`config.mk`:
```
export PLATFORM = sky130hd
export DESIGN_NAME = seg7_serial_driver
export DESIGN_NICKNAME = d
export VERILOG_FILES = /design/src/rtl/seg7_pkg.sv /design/src/rtl/seg7_hex_decode.sv /design/src/rtl/seg7_serial_driver.sv
export SDC_FILE = /design/constraint.sdc
export NUM_CORES = 1
export LEC_CHECK = 0
export ABC_AREA = 1
export CAP_MARGIN = 0
export CORE_MARGIN = 5
export CORE_UTILIZATION = 30
export CTS_CLUSTER_SIZE = 10
export DETAILED_ROUTE_END_ITERATION = 10
export GPL_TIMING_DRIVEN = 0
export PLACE_DENSITY = 0.53
export SLEW_MARGIN = 40
export SYNTH_ARGS = -nofsm -noshare
export SYNTH_HDL_FRONTEND = slang
export SYNTH_SLANG_ARGS = --single-unit
```
`constraint.sdc`:
```
create_clock -name clk -period 2.1 [get_ports clk]
set_input_delay 0.21 -clock clk [delete_from_list [all_inputs] [get_ports clk]]
set_output_delay 0.21 -clock clk [all_outputs]
set_load 0.05 [all_outputs]
```
`src/rtl/seg7_pkg.sv`:
```
// Shared types and constants for the serial 7-segment driver.
// Segment bytes are {dp,g,f,e,d,c,b,a}, active low.
package seg7_pkg;

    typedef enum logic [1:0] {
        IDLE  = 2'd0,
        LOAD  = 2'd1,
        SHIFT = 2'd2,
        LATCH = 2'd3
    } seg7_state_e;

    localparam int         FRAME_BITS = 64;
    localparam logic [7:0] BLANK_BYTE = 8'hFF;

    // Index 0 is the rightmost entry; every entry has the dp bit off.
    localparam logic [15:0][7:0] HEX_SEG = {
        8'h8E, 8'h86, 8'hA1, 8'hC6, 8'h83, 8'h88, 8'h90, 8'h80,
        8'hF8, 8'h82, 8'h92, 8'h99, 8'hB0, 8'hA4, 8'hF9, 8'hC0
    };

    function automatic logic [7:0] hex_to_seg(input logic [3:0] nib, input logic dp);
        return {~dp, HEX_SEG[nib][6:0]};
    endfunction

endpackage

```
`src/rtl/seg7_hex_decode.sv`:
```
// Nibble plus decimal-point request to one active-low segment byte.
module seg7_hex_decode
    import seg7_pkg::*;
(
    input  logic [3:0] nibble,
    input  logic       dp,
    output logic [7:0] seg
);

    assign seg = hex_to_seg(nibble, dp);

endmodule

```
`src/rtl/seg7_serial_driver.sv`:
```
// Periodically decodes an 8-digit hex value and shifts the 64-bit segment
// frame into the board's 7-segment shift-register chain, then latches it.
//
// state | meaning
// IDLE  | waiting for a refresh tick (live or pending)
// LOAD  | one cycle: snapshot inputs and blink phase into the frame register
// SHIFT | 64 bits out MSB first, CLK_DIV cycles low then CLK_DIV cycles high
// LATCH | seg_pen high for CLK_DIV cycles
module seg7_serial_driver
    import seg7_pkg::*;
#(
    parameter int CLK_DIV        = 2,
    parameter int REFRESH_CYCLES = 50000,
    parameter int BLINK_BITS     = 24
) (
    input  logic        clk,
    input  logic        rst,
    input  logic [31:0] disp_num,
    input  logic [7:0]  le,
    input  logic [7:0]  point,
    output logic        seg_clk,
    output logic        seg_sout,
    output logic        seg_pen,
    output logic        seg_clrn,
    output logic        busy
);

    localparam int DIV_W = (CLK_DIV > 1) ? $clog2(CLK_DIV) : 1;
    localparam int REF_W = (REFRESH_CYCLES > 1) ? $clog2(REFRESH_CYCLES) : 1;
    localparam int BIT_W = $clog2(FRAME_BITS);

    localparam logic [DIV_W-1:0] DIV_LAST = DIV_W'(CLK_DIV - 1);
    localparam logic [REF_W-1:0] REF_LAST = REF_W'(REFRESH_CYCLES - 1);
    localparam logic [BIT_W-1:0] BIT_LAST = BIT_W'(FRAME_BITS - 1);

    seg7_state_e state_q, state_d;

    logic [REF_W-1:0]      ref_cnt_q;
    logic                  tick;
    logic                  pending_q;
    logic                  take;
    logic [BLINK_BITS-1:0] blink_q;
    logic [DIV_W-1:0]      div_q;
    logic                  div_done;
    logic                  half_q;
    logic [BIT_W-1:0]      bit_q;
    logic [FRAME_BITS-1:0] frame_q;
    logic [FRAME_BITS-1:0] frame_d;
    logic [7:0][7:0]       dec_byte;
    logic                  clrn_q;
    logic                  blink_phase;

    // Refresh timer: down-counter whose terminal count is the tick.
    assign tick = (ref_cnt_q == '0);

    always_ff @(posedge clk or negedge rst) begin
        if (!rst) begin
            ref_cnt_q <= REF_LAST;
            blink_q   <= '0;
            pending_q <= 1'b0;
            clrn_q    <= 1'b0;
        end else begin
            ref_cnt_q <= tick ? REF_LAST : ref_cnt_q - REF_W'(1);
            blink_q   <= blink_q + BLINK_BITS'(1);
            clrn_q    <= 1'b1;
            if (take) begin
                pending_q <= 1'b0;
            end else if (tick) begin
                pending_q <= 1'b1;
            end
        end
    end

    assign blink_phase = blink_q[BLINK_BITS-1];

    for (genvar i = 0; i < 8; i++) begin : g_digit
        seg7_hex_decode u_dec (
            .nibble (disp_num[4*i +: 4]),
            .dp     (point[i]),
            .seg    (dec_byte[i])
        );
        assign frame_d[8*i +: 8] = (le[i] && blink_phase) ? BLANK_BYTE : dec_byte[i];
    end

    assign div_done = (div_q == '0);

    always_ff @(posedge clk or negedge rst) begin
        if (!rst) begin
            state_q <= IDLE;
        end else begin
            state_q <= state_d;
        end
    end

    always_comb begin
        state_d  = state_q;
        take     = 1'b0;
        seg_clk  = 1'b0;
        seg_sout = 1'b1;
        seg_pen  = 1'b0;
        busy     = 1'b0;
        case (state_q)
            IDLE: begin
                if (pending_q || tick) begin
                    state_d = LOAD;
                    take    = 1'b1;
                end
            end
            LOAD: begin
                busy    = 1'b1;
                state_d = SHIFT;
            end
            SHIFT: begin
                busy     = 1'b1;
                seg_clk  = half_q;
                seg_sout = frame_q[FRAME_BITS-1];
                if (div_done && half_q && (bit_q == BIT_LAST)) begin
                    state_d = LATCH;
                end
            end
            LATCH: begin
                busy    = 1'b1;
                seg_pen = 1'b1;
                if (div_done) begin
                    state_d = IDLE;
                end
            end
            default: state_d = IDLE;
        endcase
    end

    // The frame only moves at the end of a high phase, so seg_sout is
    // stable across the whole seg_clk period around the sampling edge.
    always_ff @(posedge clk or negedge rst) begin
        if (!rst) begin
            div_q   <= '0;
            half_q  <= 1'b0;
            bit_q   <= '0;
            frame_q <= '1;
        end else begin
            case (state_q)
                LOAD: begin
                    frame_q <= frame_d;
                    div_q   <= DIV_LAST;
                    half_q  <= 1'b0;
                    bit_q   <= '0;
                end
                SHIFT: begin
                    if (div_done) begin
                        div_q  <= DIV_LAST;
                        half_q <= ~half_q;
                        if (half_q) begin
                            frame_q <= {frame_q[FRAME_BITS-2:0], 1'b1};
                            bit_q   <= bit_q + BIT_W'(1);
                        end
                    end else begin
                        div_q <= div_q - DIV_W'(1);
                    end
                end
                LATCH: begin
                    if (!div_done) begin
                        div_q <= div_q - DIV_W'(1);
                    end
                end
                default: begin
                end
            endcase
        end
    end

    assign seg_clrn = clrn_q;

endmodule

```
==> metrics.yaml, run 1 <==
status: "finished clean"
cts.clk_slew.worst_paths_ns: 0.06
fin_setup_tns_ns: 0
cts_tree: "built"
setup_violations: 0
setup.worst_path.start: "state_q[0]"
nNetsFinal: 1181
syn-cell-area_um2: 7590
num_io_pins: 55
cts_buffers: 17
clock_sinks: 116
clk-insertion-delay-late_ns: 0.42
drive_above_1_share: 0.140
final_util: 0.361
totalWireLength_um: 19500
path_class: "reg2out"
fin_crit_ns: 1.99
async_flop_share: 1.00
power_density_nw_per_um2: 630
max_freq_mhz: 503
die_width_um: 169
syn_area_per_cell_um2: 7.50
cp-start-kind: "flop"
synth-edff-count: 0
areaGrowthSynthToFinish_pct: 19.0
wire_per_inst_um: 13.8
slew_viol_final: 0
rr_worst_depth: 7
clockBufferDepth: 2
maxCapViolCount: 0
syn-num-nets: 1118
die_area_um2: 28600
synth_area_leader_cell: "dfstp_2"
fillerInstances: 2658
ir_drop_mv: 0.387
rr_endpoint: "frame_q[1]"
synth_flop_cell: "dfstp_2"
overflow: 0
grtUsageTotal: 0.140
cts_max_level: 4
worstPathArrival_ns: 1.78
start_util: 0.303
finalPower_mw: 5.70
place_hpwl_um: 14300
synth_top_cells_by_area: "dfstp_2 (25%), nand2_1 (14%), dfrtp_1 (14%)"
drc: 0
ant_nets: 0
diodes: 0
skew_ns: 0.00578
hold_viol: 0
yosysMostFrequentCell: "nand2_1"
grt_max_degree: 61
ys_seq_elements: 116
viasPerCell: 4.67
synthCells: 1012
port-buffer-count: 42
rsz0062_at_grt: "false"
rows: 58
cp_cell_sequence: "inv_1, ha_1, buf_4, buf_6, nand2_1, inv_1, buf_4"
yosys-top-cells-count: "nand2_1 (292), inv_1 (108), nand3_1 (85), nor2_1 (81), dfstp_2 (73)"
critPathBufInv: 5
yosysSeqAreaShare: 0.394
fp.dieH_um: 169
setup.worst_path.end_class: "primary output"
setup_slack_ns: 0.113
slowest_delay_ns: 0.41
grt_pass1_wl_um: 32400
critPathTopFamily: "buffers and inverters"
pre_cts_slack_ns: -0.489
leakagePower_nw: 4.13
reg2reg_slack_ns: 0.19
postCtsSetupRepairBufs: 0
coreArea_um2: 25000
ys_types: 33
worst_slew_pin_slew_ns: 0.560
fin_crit_sh: 0.946
crit-reg2reg-launch: "state_q[0]"
gp_congestion: 0.825
clockRootBuffer: "clkbuf_16"
drt_first_pass_iters: 4
critical_path_required_ns: 1.89
synth_top_area_share: 0.253
crit_end: "seg_clk"
grt_pass1_vias: 6550
vias: 6618
drt_iter0_markers: 371
crit_cells: 7
hp-class: "in2reg"
relSlewSlack: 0.627
worstPathMaxFanout: 10
antenna_found_initial: 0
ys_warn_count: 0
slowest_stage: "dfrtp_1"
==> cell usage in the layout, fill, tap and decap left out, types with 9 or more instances in the layout <==
cell type	synthesis	layout
o21ai_1	19	19
nand2_1	292	292
inv_1	108	108
xor2_1	13	13
a21oi_1	30	30
o211ai_1	51	51
o21ai_0	61	61
ha_1	56	56
buf_4	7	9
dfstp_2	73	73
nor2_1	81	81
clkdlybuf4s50_1	0	37
nand4_1	11	11
clkbuf_1	13	11
dfrtp_1	43	43
buf_2	17	17
nand3_1	85	85
clkbuf_16	0	17
==> final cells by class <==
class | instances | area, um2 | share of cell area
buffer | 37 | 195 | 0.0216
clock buffer | 17 | 425 | 0.0471
tap | 330 | 413 | 0.0457
sequential | 116 | 2990 | 0.331
clock inverter | 15 | 135 | 0.0150
inverter | 111 | 417 | 0.0461
timing repair buffer | 44 | 460 | 0.0509
multi-input combinational | 748 | 4000 | 0.442
==> through the flow <==
stage | cell area, um2 | cells | hold slack (ns)
detailed placement | 8460 | 1385 | 0.174
global placement | 8430 | 1384 | 0.436
CTS | 9030 | 1418 | 0.236
global route | 9040 | 1418 | 0.257
finish | 9040 | 1418 | 0.242
floorplan | 7590 | 1012 | -0.0856
==> worst register-to-register path: stages (launching register included) <==
cell	delay, ns
dfrtp_1	0.39
inv_1	0.09
ha_1	0.19
buf_4	0.17
inv_2	0.13
clkbuf_1	0.46
o21ai_0	0.19
o21ai_1	0.21
==> registers in the layout, indices dropped and copies added (netlist names) <==
signal and flops:
frame_q 64, blink_q 24, ref_cnt_q 16, bit_q 6, state_q 2, div_q 1
half_q 1, pending_q 1, seg_clrn 1
==> where the power goes <==
| part | total, mW | switching, mW | internal [mW] |
|---|---|---|---|
| Combinational | 0.519 | 0.311 | 0.208 |
| Sequential | 2.42 | 0.0381 | 2.38 |
| Clock | 2.76 | 1.13 | 1.63 |
==> kinds of logic after synthesis <==
kind of cell,Yosys count,synth area share
flops,116,0.394
compound gates,172,0.132
other cells,1,0.000494
xor+xnor,21,0.0242
fa+ha+maj,56,0.0923
simple gates,498,0.277
buf+inv,148,0.0794
==> routing by layer <==
layer  track usage  part of all wire  wire length [um]
met5             0                 0                 0
met3        0.0283             0.034               673
met1         0.196              0.50              9820
met4        0.0329             0.010               201
met2         0.223              0.45              8820
==> how the worst min path moves through the flow <==
stage,startpoint,endpoint,slack [ns],cells past startpoint
3_5_place_dp,rst,ref_cnt_q[4],0.17,1
2_1_floorplan,rst,bit_q[0],-0.09,0
3_3_place_gp,ref_cnt_q[0],ref_cnt_q[0],0.44,1
4_1_cts,disp_num[10],frame_q[19],0.24,6
5_1_grt,disp_num[10],frame_q[22],0.26,5
6_report,disp_num[2],frame_q[6],0.24,5
==> timing repair <==
| action | in CTS | in global routing |
|---|---|---|
| endpoints found under the hold margin | 11 | 0 |
| resized for setup | 15 | 6 |
| pin swaps | 0 | 0 |
| hold buffers | 1 | 0 |
| setup endpoints to repair | 3 | 12 |
Note: power is estimated with default switching activity, not from simulation.
==> run 2, diff against run 1 <==
--- a/config.mk
+++ b/config.mk
@@ -13,7 +13,7 @@
 export DETAILED_ROUTE_END_ITERATION = 10
 export GPL_TIMING_DRIVEN = 0
 export PLACE_DENSITY = 0.53
-export SLEW_MARGIN = 40
+export SLEW_MARGIN = 25
 export SYNTH_ARGS = -nofsm -noshare
 export SYNTH_HDL_FRONTEND = slang
 export SYNTH_SLANG_ARGS = --single-unit
==> results of run 2 <==
No change in the layout: final DEF, timing and power equal those of run 1.
==> run 3, diff against run 2 <==
--- a/config.mk
+++ b/config.mk
@@ -6,7 +6,7 @@
 export NUM_CORES = 1
 export LEC_CHECK = 0
 export ABC_AREA = 1
-export CAP_MARGIN = 0
+export CAP_MARGIN = 20
 export CORE_MARGIN = 5
 export CORE_UTILIZATION = 30
 export CTS_CLUSTER_SIZE = 10
==> results of run 3 <==
No change in the layout: final DEF, timing and power equal those of run 1.
